$ cat src/rtl/execute_stage_if.sv
// -----------------------------------------------------------------------------
// execute_stage_if
//   Bundles the ID/EX-side inputs, the MEM/WB forwarding inputs and the
//   registered EX/MEM outputs of the execute stage.
//
//   Signals (direction as seen by the execute stage, modport slave):
//     writeBackControlIn  in   2       WB control, bit1 = RegWrite
//     memAccessControlIn  in   2       MEM control, passed through
//     calculationControl  in   4       [3]=RegDst [2:1]=AluOp [0]=AluSrc
//     readData1/2         in   DATA_W  rs / rt register values
//     immediateOperand    in   DATA_W  sign-extended immediate, [5:0]=funct
//     rs, rt, rdIn        in   REG_W   ID/EX register numbers
//     memWbRegWrite       in   1       MEM/WB RegWrite
//     memWbRd             in   REG_W   MEM/WB destination
//     memWbData           in   DATA_W  MEM/WB write-back data
//     writeBackControlOut out  2       registered WB control
//     memAccessControlOut out  2       registered MEM control
//     result              out  DATA_W  registered ALU result
//     writeData           out  DATA_W  registered forwarded rt (store data)
//     rdOut               out  REG_W   registered destination register
//
//   modport master: the upstream pipeline (drives ID/EX and MEM/WB signals).
//   modport slave : the execute stage.
// -----------------------------------------------------------------------------
interface execute_stage_if #(
  parameter int DATA_W = 32,
  parameter int REG_W  = 5
);
  logic [1:0]        writeBackControlIn;
  logic [1:0]        memAccessControlIn;
  logic [3:0]        calculationControl;
  logic [DATA_W-1:0] readData1;
  logic [DATA_W-1:0] readData2;
  logic [DATA_W-1:0] immediateOperand;
  logic [REG_W-1:0]  rs;
  logic [REG_W-1:0]  rt;
  logic [REG_W-1:0]  rdIn;
  logic              memWbRegWrite;
  logic [REG_W-1:0]  memWbRd;
  logic [DATA_W-1:0] memWbData;
  logic [1:0]        writeBackControlOut;
  logic [1:0]        memAccessControlOut;
  logic [DATA_W-1:0] result;
  logic [DATA_W-1:0] writeData;
  logic [REG_W-1:0]  rdOut;

  modport master (
    output writeBackControlIn, memAccessControlIn, calculationControl,
           readData1, readData2, immediateOperand, rs, rt, rdIn,
           memWbRegWrite, memWbRd, memWbData,
    input  writeBackControlOut, memAccessControlOut, result, writeData, rdOut
  );

  modport slave (
    input  writeBackControlIn, memAccessControlIn, calculationControl,
           readData1, readData2, immediateOperand, rs, rt, rdIn,
           memWbRegWrite, memWbRd, memWbData,
    output writeBackControlOut, memAccessControlOut, result, writeData, rdOut
  );
endinterface

$ cat src/rtl/execute_stage.sv
// -----------------------------------------------------------------------------
// execute_stage
//   EX stage of a 5-stage CPU: operand forwarding, integer ALU and the EX/MEM
//   pipeline register. The EX/MEM register updates on the falling edge of clk.
//
//   Ports:
//     clk    in  1   clock (EX/MEM register captures on negedge)
//     rst_n  in  1   asynchronous active-low reset, clears all outputs
//     ex     execute_stage_if.slave  ID/EX inputs, MEM/WB forwarding inputs
//                                    and registered EX/MEM outputs
//
//   Optional feature macro: EX_SHIFT_EN
//     defined   : funct 0x00/0x02/0x03 perform sll/srl/sra by operand2[4:0]
//     undefined : no shifter; those funct codes give 0 like unknown codes
// -----------------------------------------------------------------------------
module execute_stage #(
  parameter int DATA_W = 32,
  parameter int REG_W  = 5
) (
  input logic           clk,
  input logic           rst_n,
  execute_stage_if.slave ex
);

  localparam logic [5:0] FN_SLL  = 6'h00;
  localparam logic [5:0] FN_SRL  = 6'h02;
  localparam logic [5:0] FN_SRA  = 6'h03;
  localparam logic [5:0] FN_ADD  = 6'h20;
  localparam logic [5:0] FN_SUB  = 6'h22;
  localparam logic [5:0] FN_AND  = 6'h24;
  localparam logic [5:0] FN_OR   = 6'h25;
  localparam logic [5:0] FN_XOR  = 6'h26;
  localparam logic [5:0] FN_NOR  = 6'h27;
  localparam logic [5:0] FN_SLT  = 6'h2A;
  localparam logic [5:0] FN_SLTU = 6'h2B;

  localparam logic [1:0] OP_ADD  = 2'b00;
  localparam logic [1:0] OP_SUB  = 2'b01;

  // Forwarding mux for one operand. EX/MEM wins over MEM/WB because it holds
  // the younger instruction's value; register 0 is hard-wired and never
  // forwarded.
  function automatic logic [DATA_W-1:0] fwd_sel(
    input logic [REG_W-1:0]  src,
    input logic [DATA_W-1:0] reg_val,
    input logic              exmem_wr,
    input logic [REG_W-1:0]  exmem_rd,
    input logic [DATA_W-1:0] exmem_val,
    input logic              memwb_wr,
    input logic [REG_W-1:0]  memwb_rd,
    input logic [DATA_W-1:0] memwb_val
  );
    logic [DATA_W-1:0] sel;
    sel = reg_val;
    if (exmem_wr && (exmem_rd != '0) && (exmem_rd == src)) begin
      sel = exmem_val;
    end else if (memwb_wr && (memwb_rd != '0) && (memwb_rd == src)) begin
      sel = memwb_val;
    end
    return sel;
  endfunction

  function automatic logic [DATA_W-1:0] flag_word(input logic flag);
    return {{(DATA_W-1){1'b0}}, flag};
  endfunction

  // R-type function decode. Arithmetic wraps modulo 2^DATA_W.
  function automatic logic [DATA_W-1:0] alu_funct(
    input logic [5:0]               funct,
    input logic signed [DATA_W-1:0] a,
    input logic signed [DATA_W-1:0] b
  );
    logic [DATA_W-1:0] y;
    y = '0;
    case (funct)
      FN_ADD:  y = a + b;
      FN_SUB:  y = a - b;
      FN_AND:  y = a & b;
      FN_OR:   y = a | b;
      FN_XOR:  y = a ^ b;
      FN_NOR:  y = ~(a | b);
      FN_SLT:  y = flag_word(a < b);
      FN_SLTU: y = flag_word($unsigned(a) < $unsigned(b));
`ifdef EX_SHIFT_EN
      FN_SLL:  y = $unsigned(a) << b[4:0];
      FN_SRL:  y = $unsigned(a) >> b[4:0];
      FN_SRA:  y = $unsigned(a >>> b[4:0]);
`else
      FN_SLL, FN_SRL, FN_SRA: y = '0;
`endif
      default: y = '0;
    endcase
    return y;
  endfunction

  function automatic logic [DATA_W-1:0] alu_op(
    input logic [1:0]               op,
    input logic [5:0]               funct,
    input logic signed [DATA_W-1:0] a,
    input logic signed [DATA_W-1:0] b
  );
    logic [DATA_W-1:0] y;
    case (op)
      OP_ADD:  y = a + b;
      OP_SUB:  y = a - b;
      default: y = alu_funct(funct, a, b);
    endcase
    return y;
  endfunction

  logic                     reg_dst_p0;
  logic [1:0]               alu_op_p0;
  logic                     alu_src_p0;
  logic [DATA_W-1:0]        fwd_a_p0;
  logic [DATA_W-1:0]        fwd_b_p0;
  logic signed [DATA_W-1:0] operand1_p0;
  logic signed [DATA_W-1:0] operand2_p0;
  logic [DATA_W-1:0]        alu_out_p0;
  logic [REG_W-1:0]         rd_sel_p0;

  // ---- stage p0: forwarding, operand select, ALU (combinational) ----
  assign reg_dst_p0 = ex.calculationControl[3];
  assign alu_op_p0  = ex.calculationControl[2:1];
  assign alu_src_p0 = ex.calculationControl[0];

  // Both forwarding sources come from already-registered values (our own
  // EX/MEM outputs and the MEM/WB inputs), so there is no combinational loop.
  always_comb begin
    fwd_a_p0 = fwd_sel(ex.rs, ex.readData1,
                       ex.writeBackControlOut[1], ex.rdOut, ex.result,
                       ex.memWbRegWrite, ex.memWbRd, ex.memWbData);
    fwd_b_p0 = fwd_sel(ex.rt, ex.readData2,
                       ex.writeBackControlOut[1], ex.rdOut, ex.result,
                       ex.memWbRegWrite, ex.memWbRd, ex.memWbData);
  end

  assign operand1_p0 = $signed(fwd_a_p0);
  assign operand2_p0 = alu_src_p0 ? $signed(ex.immediateOperand) : $signed(fwd_b_p0);
  assign alu_out_p0  = alu_op(alu_op_p0, ex.immediateOperand[5:0], operand1_p0, operand2_p0);
  assign rd_sel_p0   = reg_dst_p0 ? ex.rdIn : ex.rt;

  // ---- stage p1: EX/MEM register, captured on the falling edge ----
  // Store data always takes forwarded rt, even when the ALU uses the
  // immediate, so a store sees the latest register value.
  always_ff @(negedge clk or negedge rst_n) begin
    if (!rst_n) begin
      ex.writeBackControlOut <= '0;
      ex.memAccessControlOut <= '0;
      ex.result              <= '0;
      ex.writeData           <= '0;
      ex.rdOut               <= '0;
    end else begin
      ex.writeBackControlOut <= ex.writeBackControlIn;
      ex.memAccessControlOut <= ex.memAccessControlIn;
      ex.result              <= alu_out_p0;
      ex.writeData           <= fwd_b_p0;
      ex.rdOut               <= rd_sel_p0;
    end
  end

endmodule

$ cat src/flat_wrapper.sv
// flat-port wrapper written by rule: the top's interface ports become plain ports
module execute_stage_flat 
#(
  parameter int DATA_W = 32,
  parameter int REG_W  = 5
)
  (clk, rst_n, ex_writeBackControlIn, ex_memAccessControlIn, ex_calculationControl, ex_readData1, ex_readData2, ex_immediateOperand, ex_rs, ex_rt, ex_rdIn, ex_memWbRegWrite, ex_memWbRd, ex_memWbData, ex_writeBackControlOut, ex_memAccessControlOut, ex_result, ex_writeData, ex_rdOut);
  execute_stage_if #(.DATA_W(DATA_W), .REG_W(REG_W)) ex_i ();
  input logic clk;
  input logic rst_n;
  input wire logic [$bits(ex_i.writeBackControlIn)-1:0] ex_writeBackControlIn;
  input wire logic [$bits(ex_i.memAccessControlIn)-1:0] ex_memAccessControlIn;
  input wire logic [$bits(ex_i.calculationControl)-1:0] ex_calculationControl;
  input wire logic [$bits(ex_i.readData1)-1:0] ex_readData1;
  input wire logic [$bits(ex_i.readData2)-1:0] ex_readData2;
  input wire logic [$bits(ex_i.immediateOperand)-1:0] ex_immediateOperand;
  input wire logic [$bits(ex_i.rs)-1:0] ex_rs;
  input wire logic [$bits(ex_i.rt)-1:0] ex_rt;
  input wire logic [$bits(ex_i.rdIn)-1:0] ex_rdIn;
  input wire logic [$bits(ex_i.memWbRegWrite)-1:0] ex_memWbRegWrite;
  input wire logic [$bits(ex_i.memWbRd)-1:0] ex_memWbRd;
  input wire logic [$bits(ex_i.memWbData)-1:0] ex_memWbData;
  output wire logic [$bits(ex_i.writeBackControlOut)-1:0] ex_writeBackControlOut;
  output wire logic [$bits(ex_i.memAccessControlOut)-1:0] ex_memAccessControlOut;
  output wire logic [$bits(ex_i.result)-1:0] ex_result;
  output wire logic [$bits(ex_i.writeData)-1:0] ex_writeData;
  output wire logic [$bits(ex_i.rdOut)-1:0] ex_rdOut;
  assign ex_i.writeBackControlIn = ex_writeBackControlIn;
  assign ex_i.memAccessControlIn = ex_memAccessControlIn;
  assign ex_i.calculationControl = ex_calculationControl;
  assign ex_i.readData1 = ex_readData1;
  assign ex_i.readData2 = ex_readData2;
  assign ex_i.immediateOperand = ex_immediateOperand;
  assign ex_i.rs = ex_rs;
  assign ex_i.rt = ex_rt;
  assign ex_i.rdIn = ex_rdIn;
  assign ex_i.memWbRegWrite = ex_memWbRegWrite;
  assign ex_i.memWbRd = ex_memWbRd;
  assign ex_i.memWbData = ex_memWbData;
  assign ex_writeBackControlOut = ex_i.writeBackControlOut;
  assign ex_memAccessControlOut = ex_i.memAccessControlOut;
  assign ex_result = ex_i.result;
  assign ex_writeData = ex_i.writeData;
  assign ex_rdOut = ex_i.rdOut;
  execute_stage #(.DATA_W(DATA_W), .REG_W(REG_W)) u_core (.clk(clk), .rst_n(rst_n), .ex(ex_i));
endmodule
$ cat config.mk
export PLATFORM = sky130hd
export DESIGN_NAME = execute_stage_flat
export DESIGN_NICKNAME = d
export VERILOG_FILES = /design/src/rtl/execute_stage_if.sv /design/src/rtl/execute_stage.sv /design/src/flat_wrapper.sv
export SDC_FILE = /design/constraint.sdc
export NUM_CORES = 1
export LEC_CHECK = 0
export ABC_CLOCK_PERIOD_IN_PS = 5900
export CORE_MARGIN = 5
export CORE_UTILIZATION = 52
export CTS_CLUSTER_DIAMETER = 40
export DETAILED_ROUTE_END_ITERATION = 7
export PLACE_DENSITY = 0.83
export SYNTH_ARGS = -nofsm -noshare
export SYNTH_HDL_FRONTEND = slang
export SYNTH_SLANG_ARGS = --single-unit
$ cat constraint.sdc
create_clock -name clk -period 5.9 [get_ports clk]
set_clock_uncertainty 0.15 [all_clocks]
set_input_delay 1.18 -clock clk [delete_from_list [all_inputs] [get_ports clk]]
set_output_delay 1.18 -clock clk [all_outputs]
set_load 0.02 [all_outputs]
==> metrics.cfg, run 1 <==
[outcome]
status = did not finish
stop_stage = global routing
error = [ERROR GRT-0232] Routing congestion too high. Check the congestion heatmap in the GUI.

[die]
die-height_um = 147
row_count = 50
start_util_pct = 52.5
ios = 232
die_w_um = 147

[synth]
synth-simple-area-share_pct = 15.7
ys_ff_latch = 73
synth_fp_nets = 1510
ys.flop_type = dfrtn_1
async_flop_share_pct = 100
synth_mux_area_share_pct = 12.0
synthAdderAreaFrac_pct = 12.7
synth_top_cell_by_area = dfrtn_1
seq_area_frac_synth_pct = 18.7
synth_cell_types = 82
syn_area_um2 = 9750
syn_area_per_cell_um2 = 7.78
synth-compound-area-share_pct = 29.9
ys_top_cells_by_area = dfrtn_1, ha_1, mux2i_1, nand2_1, mux2_2
synth_top_family_by_area = compound AO/OA/AOI/OAI gates
synth_cells = 1253
yosys_warnings = 0
synth_top_area_share_pct = 18.7
synth_xor_area_share_pct = 3.50
synth-edff-count = 0

[placed_design]
portBuffers = 231
place.gp.congestion = 1.04
place_inst = 2030
preCtsSetupSlack_ps = -3640
hpwl_mm = 34.8

[sta]
worst-ep-kind = register input
worst_endpoint = u_core.ex.result[28]$_DFF_NN0_/D

[global_routing]
grt_max_degree = 33
grtUsageTotal_pct = 79.2
gr-total-overflow = 225

[clock_network]
root_buffer = clkbuf_16
cts_sinks = 73
cts_max_level = 3
cts_made_buffers = 9
clockBufferDepth = 2

[cell families after synthesis]
| kind of cell | Yosys count |
|---|---|
| xor gates and xnor gates | 39 |
| DFF | 73 |
| buffers and inverters | 182 |
| adders and majority gates | 98 |
| AOI/OAI and AO/OA | 423 |
| and+or+nand+nor | 327 |
| muxes | 111 |
[Yosys cell counts, types with 4 or more instances]
cell and instances:
nor4_1 8, nor3_1 27, o21a_1 37, nor4_2 4, clkbuf_1 57, nor2_1 83, and2_1 4, nand3_1 22
o21ai_0 78, a221oi_1 32, nand2_1 125, nand4_1 5, inv_1 102, a31oi_1 5, a22oi_1 4, or4_1 5
o21bai_1 14, a21oi_1 80, or3_1 5, mux2_2 38, a21o_1 11, xor2_1 15, dfrtn_1 73, ha_1 96
o31ai_1 9, xnor2_1 24, mux2i_1 72, o221ai_1 6, a221o_1 11, and3_1 7, buf_2 16, a311oi_1 4
o211ai_1 14, nor2b_1 11, o21ai_1 27, o22ai_1 18, o211a_1 4, nand2b_1 8, a211oi_1 15
[per-stage QoR]
step | area, um^2 | utilization (%)
floorplan | 9940 | -
global placement | 15300 | 82.5
detailed placement | 15300 | 82.5
CTS | 17100 | 91.8
[what timing repair did]
action	in CTS
setup buffers	88
resized for setup	198
pin swaps	81
cloned	3
endpoints found under the hold margin	0
hold buffers	0
setup endpoints to repair	64
[layer usage]
| layer | track usage (%) | GRT overflow |
|---|---|---|
| met3 | 66.8 | 3 |
| met1 | 77.8 | 5 |
| met2 | 93.7 | 121 |
| met5 | 30.2 | 3 |
| met4 | 81.6 | 93 |
==> run 2, diff against run 1 <==
--- a/config.mk
+++ b/config.mk
@@ -7,10 +7,9 @@
 export LEC_CHECK = 0
 export ABC_CLOCK_PERIOD_IN_PS = 5900
 export CORE_MARGIN = 5
-export CORE_UTILIZATION = 52
-export CTS_CLUSTER_DIAMETER = 40
+export CORE_UTILIZATION = 40
 export DETAILED_ROUTE_END_ITERATION = 7
-export PLACE_DENSITY = 0.83
+export PLACE_DENSITY_LB_ADDON = 0.15
 export SYNTH_ARGS = -nofsm -noshare
 export SYNTH_HDL_FRONTEND = slang
 export SYNTH_SLANG_ARGS = --single-unit
==> metrics.cfg, run 2 <==
[outcome]
status = complete, but fails checks
violations = negative setup slack

[synth]
ys.flop_type = dfrtn_1
synth.most_common_cell = nand2_1
async_flop_share_pct = 100  ; unchanged
seq_area_frac_synth_pct = 18.7  ; unchanged
synth_mux_area_share_pct = 12.0  ; unchanged
synth_fp_nets = 1510  ; unchanged
synth-simple-area-share_pct = 15.7  ; unchanged
synth_xor_area_share_pct = 3.50  ; unchanged
ys_ff_latch = 73  ; unchanged
synthAdderAreaFrac_pct = 12.7  ; unchanged
synth-compound-area-share_pct = 29.9  ; unchanged
synth_cells = 1253  ; unchanged
syn_area_um2 = 9750  ; unchanged
synth_top_area_share_pct = 18.7  ; unchanged
ys_top_cells_by_area = dfrtn_1, ha_1, mux2i_1, nand2_1, mux2_2
synth_top_cell_by_area = dfrtn_1
syn_area_per_cell_um2 = 7.78  ; unchanged
synth_cell_types = 82  ; unchanged
yosys_warnings = 0  ; unchanged
synth-edff-count = 0  ; unchanged
synth_common_cells = nand2_1, inv_1, ha_1, nor2_1, a21oi_1
synth_top_family_by_area = compound AO/OA/AOI/OAI gates

[min_path]
hold_depth = 2
hold_class = flip-flop to flip-flop
min_from = u_core.ex.result[14]$_DFF_NN0_

[global_routing]
grt_pass1_vias = 13000
grt_pass1_wl_mm = 71.4
gr-total-overflow = 0
grt_max_degree = 49
antenna_found_initial = 0
grtUsageTotal_pct = 31.7

[setup_path]
critPathArrivalTime_ps = 5370
crit_start = ex_memWbRd[1]
cp_top_family = compound AO/OA/AOI/OAI gates
reg2reg_depth = 17
r2r-start = u_core.ex.rdOut[1]$_DFF_NN0_
worstSetupPathDepth = 23
crit_buf_inv = 9
crit_chain = buf_6 > buf_4 > buf_4 > xor2_2 > nor4_4 > buf_6 > buf_16 > mux2i_1 > o21ai_1 > mux2_4 > ha_4 > buf_6 > o21ai_4 > o211ai_1 > buf_4 > a41oi_4 > o31ai_4 > a221oi_4 > buf_6 > o21bai_4 > buf_4 > a211oi_2 > o22ai_2
required_ps = 3000
cp_max_fo = 5
critPathMaxStageDelay_ps = 390
worstSetupStartpointType = input port
crit_type = input port to flip-flop
r2r_end = u_core.ex.result[28]$_DFF_NN0_
critPathCaptureType = flip-flop
r2r_setup_slack_ps = 1050
cp_slowest_cell = nor4_4
crit_path_end = u_core.ex.result[21]$_DFF_NN0_

[layout]
regArea_um2 = 1830
nFillCells = 1845
layout_common_cells = buf_4, clkdlybuf4s50_1, nand2_1
layout_commonest_cell = buf_4
fin_area_um2 = 17600
antenna_cells = 0
multiInputGateArea_um2 = 8400
area_growth_pct = 80.9
nets = 2145
drive_above_1_share_pct = 37.3
top_regs = u_core.ex.result: 32 flops, u_core.ex.writeData: 32 flops, u_core.ex.rdOut: 5 flops

[placed_design]
hpwl_mm = 34.0  ; -2.1%
preCtsSetupSlack_ps = -3170  ; +468 ps
place_area_um2 = 15400  ; +0.77%
place.gp.congestion = 0.969  ; -7.2%
portBuffers = 231  ; unchanged

[die]
ios = 232  ; unchanged
die_w_um = 166  ; +13%
start_util_pct = 40.3  ; -12 points
die-height_um = 166  ; +13%
core_um2 = 24200
row_count = 57  ; +14%
die_area_um2 = 27600

[pwr]
p_int_mw = 2.03
finalPower_mw = 3.41
comb_power_share_pct = 62.0
irDropWorstVdd_mv = 0.143
seqPwrFrac_pct = 18.6
power.leakage_nw = 7.63
powerDensity_nw_per_um2 = 193
switchingPower_mw = 1.38
clkPwrFrac_pct = 19.4
switching_share_pct = 40.5

[sta]
setup_viol = 34
maxSlewViolCount = 0
finalHoldViolCount = 0
rsz0062_at_grt = yes
slew_headroom_pct = 61.9
timing.final.ws_setup_ps = -2380
tightest_slew_ps = 568

[clock_network]
clk_latency_ps = 360
clk_pin_slew_worst_paths_ps = 50
cts_sinks = 73  ; unchanged
root_buffer = clkbuf_16
cts_tree = done
cts_made_buffers = 9  ; unchanged
hold_buffers = 0  ; unchanged
clockBufferDepth = 2  ; unchanged
cts_max_level = 3  ; unchanged

[drt]
drtPass1Iterations = 6
vias_per_cell = 5.70
wl_per_cell_um = 20.8
wl_mm = 46.1
drc = 0
detail-route-antenna-nets = 0
drt_iter0_markers = 1101
detailroute.via_count = 12600

[run]
maxCapViolCount = 0

==> run 2: worst register-to-register path: stages, from the launching register on <==
cell and delay (ps):
dfrtn_1 390, or4_1 530, o21ai_1 340, nor4_4 130, buf_12 180, buf_4 150
o21ai_1 200, mux2i_1 160, buf_4 170, fa_2 350, and2b_1 260, o31a_4 160
o211ai_4 90, a2111o_1 460, a311oi_2 310, or4_1 160, o211ai_1 110, or3b_1 390
==> run 2: worst min path at each step <==
stage               slack (ps)                                end
global route               360   u_core.ex.writeData[0]$_DFF_NN0_
floorplan                  440  u_core.ex.writeData[13]$_DFF_NN0_
detailed placement         340  u_core.ex.writeData[14]$_DFF_NN0_
finish                     330  u_core.ex.writeData[14]$_DFF_NN0_
CTS                        330   u_core.ex.writeData[0]$_DFF_NN0_
global placement           330   u_core.ex.writeData[9]$_DFF_NN0_
==> run 2: logic make-up after synthesis <==
kind of cell / count (synthesis)
AND/OR/NAND/NOR: 327
flip-flops: 73
AO/OA/AOI/OAI: 423
adder cells (fa/ha/maj): 98
buffers and inverters: 182
multiplexers: 111
XOR/XNOR: 39
==> run 2: power groups by stage <==
| stage | clock network, mW | logic, mW | registers (mW) |
|---|---|---|---|
| floorplan | 0 | 0.752 | 0.714 |
| global placement | 0 | 1.73 | 0.640 |
| detailed placement | 0 | 1.74 | 0.640 |
| CTS | 0.662 | 2.01 | 0.634 |
| global route | 0.681 | 2.24 | 0.644 |
| finish | 0.660 | 2.11 | 0.635 |
==> run 2: layer usage <==
layer | vias up | part of all wire [%] | GRT usage, %
met1 | 5993 | 44 | 43.4
met4 | 0 | 3.4 | 10.4
met2 | 666 | 45 | 51.1
met3 | 135 | 8.2 | 5.21
li1 | 5838 | - | -
met5 | - | 0 | 0
==> run 2: cell type report <==
| cell class | instances | share of cell area [%] |
|---|---|---|
| clock buffer | 9 | 1.28 |
| clock inverter | 7 | 0.582 |
| inverter | 102 | 2.17 |
| multi-input combinational | 998 | 47.6 |
| sequential | 73 | 10.4 |
| tap | 324 | 2.30 |
| timing repair buffer | 704 | 35.7 |
==> run 2: timing repair <==
item | CTS | global route
pin swaps | 97 | 32
gates cloned | 3 | 1
buffers inserted | 75 | 16
setup endpoints to repair | 59 | 42
resized for setup | 238 | 42
==> run 2: per-stage QoR <==
| step | std cells | setup TNS, ps | hold WS (ps) | util, % |
|---|---|---|---|---|
| after floorplan | 1253 | -58180 | 443 | - |
| after global placement | 2114 | -99770 | 332 | 63.9 |
| after detailed placement | 2114 | -104780 | 337 | 63.9 |
| after CTS | 2205 | -63410 | 331 | 71.8 |
| after global routing | 2217 | -73290 | 361 | 72.9 |
| final | 2217 | -68140 | 335 | 72.9 |
No activity file was read; power rests on OpenSTA's default activity.
